==> src/rtl/iic_cmd_seq.sv <==
// IIC transaction sequencer: turns read/write requests into START/addr/data/STOP commands.
// Optional IIC_TIMEOUT_EN adds a TO_CYCLES watchdog on command and response waits.
module iic_cmd_seq #(
   parameter int TO_CYCLES = 255
) (
   input  logic       clk,
   input  logic       reset,
   input  logic       req_valid,
   output logic       req_ready,
   input  logic       req_rw,
   input  logic [6:0] req_addr,
   input  logic [3:0] req_len,
   input  logic [7:0] wr_data,
   input  logic       wr_valid,
   output logic       wr_ready,
   output logic [7:0] rd_data,
   output logic       rd_valid,
   output logic       done,
   output logic       nack_err,
   output logic       cmd_valid,
   input  logic       cmd_ready,
   output logic [1:0] cmd_op,
   output logic [7:0] cmd_data,
   output logic       cmd_last,
   input  logic       rsp_valid,
   input  logic       rsp_ack,
   input  logic [7:0] rsp_data
);

   typedef enum logic [2:0] {
      IDLE, START, ADDR, WDATA, RDATA, STOP, FIN
   } state_t;

   localparam logic [1:0] OP_START = 2'd0;
   localparam logic [1:0] OP_STOP  = 2'd1;
   localparam logic [1:0] OP_WRITE = 2'd2;
   localparam logic [1:0] OP_READ  = 2'd3;

   state_t     state;
   logic       rw_q;
   logic [6:0] addr_q;
   logic [3:0] cnt;
   logic       nack;
   logic       pend;
   logic       hs;
   logic       rsp_hit;
   logic       waiting;
   logic       to_hit;

   assign hs      = cmd_valid && cmd_ready;
   assign rsp_hit = pend && rsp_valid;
   assign waiting = cmd_valid || pend;

`ifdef IIC_TIMEOUT_EN
   localparam int TW = $clog2(TO_CYCLES + 1);
   logic [TW-1:0] to_cnt;

   assign to_hit = waiting && !hs && !rsp_hit &&
                   (to_cnt == TW'(TO_CYCLES - 1));

   always_ff @(posedge clk) begin
      if (!reset || !waiting || hs || rsp_hit || to_hit)
         to_cnt <= '0;
      else
         to_cnt <= to_cnt + 1'b1;
   end
`else
   assign to_hit = 1'b0;
`endif

   always_ff @(posedge clk) begin
      if (!reset) begin
         state     <= IDLE;
         rw_q      <= 1'b0;
         addr_q    <= '0;
         cnt       <= '0;
         nack      <= 1'b0;
         pend      <= 1'b0;
         req_ready <= 1'b0;
         wr_ready  <= 1'b0;
         rd_valid  <= 1'b0;
         rd_data   <= '0;
         done      <= 1'b0;
         nack_err  <= 1'b0;
         cmd_valid <= 1'b0;
         cmd_op    <= '0;
         cmd_data  <= '0;
         cmd_last  <= 1'b0;
      end else begin
         rd_valid <= 1'b0;
         done     <= 1'b0;
         nack_err <= 1'b0;
         if (hs) begin
            cmd_valid <= 1'b0;
            pend      <= 1'b1;
         end
         if (to_hit) begin
            // watchdog abandons the bus without a STOP
            state     <= FIN;
            cmd_valid <= 1'b0;
            pend      <= 1'b0;
            wr_ready  <= 1'b0;
            done      <= 1'b1;
            nack_err  <= 1'b1;
         end else begin
            unique case (state)
               IDLE: begin
                  req_ready <= 1'b1;
                  if (req_valid && req_ready) begin
                     req_ready <= 1'b0;
                     rw_q      <= req_rw;
                     addr_q    <= req_addr;
                     cnt       <= req_len;
                     nack      <= 1'b0;
                     state     <= START;
                     cmd_valid <= 1'b1;
                     cmd_op    <= OP_START;
                     cmd_data  <= '0;
                     cmd_last  <= 1'b0;
                  end
               end
               START: begin
                  if (rsp_hit) begin
                     pend      <= 1'b0;
                     state     <= ADDR;
                     cmd_valid <= 1'b1;
                     cmd_op    <= OP_WRITE;
                     cmd_data  <= {addr_q, rw_q};
                     cmd_last  <= 1'b0;
                  end
               end
               ADDR: begin
                  if (rsp_hit) begin
                     pend <= 1'b0;
                     if (!rsp_ack || cnt == 4'd0) begin
                        nack      <= !rsp_ack;
                        state     <= STOP;
                        cmd_valid <= 1'b1;
                        cmd_op    <= OP_STOP;
                        cmd_data  <= '0;
                        cmd_last  <= 1'b0;
                     end else if (rw_q) begin
                        state     <= RDATA;
                        cmd_valid <= 1'b1;
                        cmd_op    <= OP_READ;
                        cmd_data  <= '0;
                        cmd_last  <= (cnt == 4'd1);
                     end else begin
                        state    <= WDATA;
                        wr_ready <= 1'b1;
                     end
                  end
               end
               WDATA: begin
                  if (wr_ready && wr_valid) begin
                     wr_ready  <= 1'b0;
                     cmd_valid <= 1'b1;
                     cmd_op    <= OP_WRITE;
                     cmd_data  <= wr_data;
                     cmd_last  <= 1'b0;
                  end
                  if (rsp_hit) begin
                     pend <= 1'b0;
                     cnt  <= cnt - 1'b1;
                     if (!rsp_ack || cnt == 4'd1) begin
                        nack      <= !rsp_ack;
                        state     <= STOP;
                        cmd_valid <= 1'b1;
                        cmd_op    <= OP_STOP;
                        cmd_data  <= '0;
                     end else begin
                        wr_ready <= 1'b1;
                     end
                  end
               end
               RDATA: begin
                  if (rsp_hit) begin
                     pend      <= 1'b0;
                     rd_valid  <= 1'b1;
                     rd_data   <= rsp_data;
                     cnt       <= cnt - 1'b1;
                     cmd_valid <= 1'b1;
                     cmd_data  <= '0;
                     if (cnt == 4'd1) begin
                        state    <= STOP;
                        cmd_op   <= OP_STOP;
                        cmd_last <= 1'b0;
                     end else begin
                        cmd_op   <= OP_READ;
                        cmd_last <= (cnt == 4'd2);
                     end
                  end
               end
               STOP: begin
                  if (rsp_hit) begin
                     pend     <= 1'b0;
                     state    <= FIN;
                     done     <= 1'b1;
                     nack_err <= nack;
                  end
               end
               FIN: begin
                  state     <= IDLE;
                  req_ready <= 1'b1;
               end
               default: state <= IDLE;
            endcase
         end
      end
   end

endmodule

==> config.mk <==
export PLATFORM = sky130hd
export DESIGN_NAME = iic_cmd_seq
export DESIGN_NICKNAME = d
export VERILOG_FILES = /design/src/rtl/iic_cmd_seq.sv
export SDC_FILE = /design/constraint.sdc
export NUM_CORES = 1
export LEC_CHECK = 0
export CELL_PAD_IN_SITES_DETAIL_PLACEMENT = 1
export CELL_PAD_IN_SITES_GLOBAL_PLACEMENT = 1
export CORE_ASPECT_RATIO = 0.5
export CORE_MARGIN = 3
export CORE_UTILIZATION = 38
export CTS_CLUSTER_SIZE = 24
export DETAILED_ROUTE_END_ITERATION = 8
export PLACE_DENSITY = 0.95
export REMOVE_ABC_BUFFERS = 1
export SYNTH_ARGS = -nofsm -noshare
export SYNTH_HDL_FRONTEND = slang
export SYNTH_SLANG_ARGS = --single-unit
export TNS_END_PERCENT = 50
==> constraint.sdc <==
create_clock -name clk -period 3.2 [get_ports clk]
set_input_delay 0.96 -clock clk [delete_from_list [all_inputs] [get_ports clk]]
set_output_delay 0.96 -clock clk [all_outputs]
set_load 0.03 [all_outputs]
==> reports/results.txt <==
The flow ran to the end, and the final reports show no timing, DRC or antenna violations. For the area of the multi-input gates, the log shows 0.00133 mm^2. Of all nets on the critical path, the largest fanout is 9.

The max-slew violation total from the final report came out at 0. Setup repair after global routing left no endpoint under its margin. The tools report the number of clock sinks as 42. Initial antenna violation count: 0.

The most critical setup path has its startpoint at rsp_valid. The number of global-route vias before repair is 2342, and the share of the synthesized area in compound gates (AO/OA/AOI/OAI) is 27.1%. The first global-routing pass estimated 11.7 mm of wire. For the post-layout total power, the log shows 1.73 mW. The area occupied by registers is 841 um^2. In this run, synthesis inferred 0 flip-flops with an integrated enable. The area growth from synthesis to layout is 35.1%. TritonCTS built the clock tree. Post-CTS repair changed the size of 0 cells.

Summing the areas of all fa, ha and maj instances in the mapped netlist gives 2.77% of the synthesized area. The critical path is of the primary input to register type. For the largest net degree at the start of global routing, the log shows 24.

For this design, the slowest cell found on the critical path is sky130_fd_sc_hd__clkdlybuf4s50_1. Cell type with the largest total area after synthesis: sky130_fd_sc_hd__dfxtp_1. Buffers inserted during clock tree synthesis total 5.

In the synthesized netlist, the number of instances is 275. The count of pins on the block boundary was 60; the data required time of the critical path was 3370 ps. Total congestion overflow after global routing: 0. The last weighted congestion value of the routability-driven placer is 0.997, and the post-synthesis area per instance is 8.22 um^2. The number of synthesized register bits works out to 42. Via density per instance: 5.69. The via total after detailed routing is 2297, and the hold buffer count at cts is 0. The largest clock skew in the final design came out at 5.82 ps. The tools report the arrival time of the worst setup path as 2840 ps.

In this run the most critical hold path is launched from rd_data[4]. The combinational family with the most area after synthesis was compound AO/OA/AOI/OAI gates. In this design, the stage delay of the slowest critical-path cell is 500 ps.

The run gives 371 as the layout net count. The endpoint identified for the worst register-to-register timing path is cmd_op[1]. The detail route stage leaves a number of antenna-violating nets equal to 0. STA classifies the critical path endpoint as a register. The vertical die dimension is 60.5 um. The share of cell area taken by muxes after synthesis is 5.42%, and the leakage power is 1.04 nW.

For the pin with the worst max-slew slack, the measured transition is 983 ps. Setup slack on the worst reg-to-reg path comes out at 770 ps. The total area inside the core boundary comes to 0.00561 mm^2. Summing the areas of all xor and xnor instances in the mapped netlist gives 0% of the synthesized area.

The root buffer cell chosen for the clock tree is sky130_fd_sc_hd__clkbuf_16. CTS built an H-tree with a depth of 2. In the final routed layout, each cell accounts on average for 17.9 um. Walking the worst path, the cells encountered are clkdlybuf4s50_1 > nand2_1 > a21oi_1 > nand2b_1 > o221ai_1 > a32o_1. Power density over the cells: 567 mW/mm^2.

The worst register-to-register path has a depth of 6. Fill cells in the final layout number 686. The routed wire length is 7.21 mm. The effective utilization at floorplan was 40.3%. In this run, the number of DRC markers left after iteration 0 of detailed routing was 129. The worst pin sits at a relative slew slack of 34.3%. The share of the Yosys chip area taken by registers is 37.2%. Based on the critical path, the design can be clocked at up to 0.374 GHz. The die covers 0.00697 mm^2. Setup violations remaining at the end of the flow were counted as 0. After Yosys synthesis, and, or, nand and nor cells account for 23.1% of the synthesized area. After synthesis, the share of flip-flops with an asynchronous set or reset is 0%. Of the cells placed in the final design, the portion with a size suffix greater than 1 is 6.34%.

Ranked by total cell area, the synthesized netlist is headed by sky130_fd_sc_hd__dfxtp_1, sky130_fd_sc_hd__nand2_1, sky130_fd_sc_hd__a21boi_0. The startpoint identified for the worst register-to-register timing path is cnt[0]. The count of maximum capacitance violations was 0; the number of standard-cell rows in the floorplan was 19. Once placement completed, the tool counted placed cells totaling 397. STA classifies the critical path startpoint as a primary input. The register clock-pin slew on the reported worst setup and hold paths was 60 ps; the width of the die was 115 um. The tools report the worst-skew pair later-pin latency as 280 ps. Along the worst hold path, the cell count comes to 2.

The tightest min-delay check is of the register to register type. In the final timing run, aggregate negative setup slack is 0 ps. For the netlist area before placement, the log shows 0.00226 mm^2.

In the finished design, the share of the clock period the worst path needs comes to 83.5%. The tools report the end of the worst hold path as rd_data[4]. The first TritonRoute pass finished after 4 iterations. On the final layout, the worst hold slack is 467 ps. The HPWL after detailed placement is 5.35 mm. The run gives 55 as the unique cell type count in the Yosys netlist. Among all flip-flop cells after synthesis, the most frequent one is sky130_fd_sc_hd__dfxtp_1. After synthesis, the most frequently instantiated cells are sky130_fd_sc_hd__nand2_1, sky130_fd_sc_hd__dfxtp_1, sky130_fd_sc_hd__a21boi_0. The non-filler instance count after layout was 404.

The share of the synthesized area in the top cell type works out to 37.2%. During placement, the flow inserted port buffers numbering 59. During synthesis, Yosys emitted a total of 0 warnings. The clock passes through at most 2 buffers. The logs give 0 for the post-CTS setup buffer count and 0 for the antenna diode count.

DRC violation count after routing: 0. The most numerous cell in the Yosys netlist is sky130_fd_sc_hd__nand2_1. VDD sags by at most 250 uV. After layout, the minimum clock period comes to 2670 ps.

For this run, the total global-route usage over all layers was measured as 21.6%. For the final count of hold timing violations, the log shows 0.
## layout make-up
class | count | share of cell area (%)
Sequential cell | 42 | 27.5
Timing Repair Buffer | 66 | 21.1
Multi-Input combinational cell | 211 | 43.5
Inverter | 5 | 0.615
Tap cell | 73 | 2.99
Clock buffer | 7 | 4.34
## power by group
group,switching (mW),leakage [nW],internal [mW]
Clock,0.195,0.0640,0.285
Combinational,0.333,0.632,0.247
Sequential,0.0995,0.340,0.574
## critical path, delay by kind of cell
family / cells / cell delay [ps]
and+or+nand+nor: 2 / 560
buffers and inverters: 1 / 500
AOI/OAI and AO/OA: 3 / 820
## routing by layer
metal  GRT usage [%]  part of all wire (%)  vias up
li1                -                     -     1097
met1            27.8                    46     1117
met2            37.8                    48       75
met3            3.88                   5.1        8
met4            6.35                   1.2        0
met5               0                     0        -
## through the flow
step           util [%]  instance area (um^2)  setup slack, ps
6_report           54.4                  3050              528
5_1_grt            54.4                  3050              336
4_1_cts            54.4                  3050              506
3_5_place_dp       52.1                  2920              290
3_3_place_gp       52.1                  2920              410
2_1_floorplan         -                  2180              631
## cells in the final DEF (no fill, tap or decap), types with 2 or more instances in the layout
cell type / Yosys / routed
sky130_fd_sc_hd__a22o_1: 7 / 7
sky130_fd_sc_hd__clkbuf_1: 8 / 2
sky130_fd_sc_hd__nor3_1: 3 / 3
sky130_fd_sc_hd__o21ai_0: 15 / 15
sky130_fd_sc_hd__and2_1: 2 / 2
sky130_fd_sc_hd__inv_1: 5 / 5
sky130_fd_sc_hd__o211ai_1: 2 / 2
sky130_fd_sc_hd__clkbuf_16: 0 / 5
sky130_fd_sc_hd__a31oi_1: 5 / 5
sky130_fd_sc_hd__mux2i_1: 10 / 10
sky130_fd_sc_hd__ha_1: 5 / 5
sky130_fd_sc_hd__nand3b_1: 3 / 3
sky130_fd_sc_hd__nor2_1: 12 / 12
sky130_fd_sc_hd__a21o_1: 3 / 3
sky130_fd_sc_hd__nor3b_1: 3 / 3
sky130_fd_sc_hd__dfxtp_1: 42 / 42
sky130_fd_sc_hd__a21boi_0: 21 / 21
sky130_fd_sc_hd__a32o_1: 2 / 2
sky130_fd_sc_hd__clkdlybuf4s50_1: 0 / 59
sky130_fd_sc_hd__buf_4: 0 / 7
sky130_fd_sc_hd__nand2_1: 56 / 56
sky130_fd_sc_hd__o21a_1: 2 / 2
sky130_fd_sc_hd__nand3_1: 7 / 7
sky130_fd_sc_hd__nor2b_1: 3 / 3
sky130_fd_sc_hd__nand4_1: 2 / 2
sky130_fd_sc_hd__a21oi_1: 13 / 13
sky130_fd_sc_hd__a211o_1: 2 / 2
sky130_fd_sc_hd__o31ai_1: 2 / 2
sky130_fd_sc_hd__nand2b_1: 4 / 4
sky130_fd_sc_hd__or3b_1: 2 / 2
## flip-flops by register name, indices dropped and copies added (netlist names)
register and flops:
wr_ready 1, nack 1, addr_q 7, cmd_valid 1, state 3, cmd_op 2
cmd_last 1, done 1, cmd_data 8, pend 1, req_ready 1, rd_data 8
rw_q 1, nack_err 1, cnt 4, rd_valid 1
## worst max path at each step
stage | end | slack (ps) | cells after the start
3_3_place_gp | cmd_op[1] | 410 | 6
3_5_place_dp | cmd_op[1] | 290 | 6
5_1_grt | cmd_op[1] | 340 | 6
4_1_cts | cmd_op[1] | 510 | 6
6_report | cmd_op[1] | 530 | 6
2_1_floorplan | cnt[1] | 630 | 5
## cell families (layout without fill, tap and decap cells)
family                     Yosys count  count (layout)
DFF                                 42              42
and+or+nand+nor                    108             108
AOI/OAI and AO/OA                   87              87
adders and majority gates            5               5
muxes                               11              11
buffers and inverters               22              78
Power figures use the tool's default switching activity.
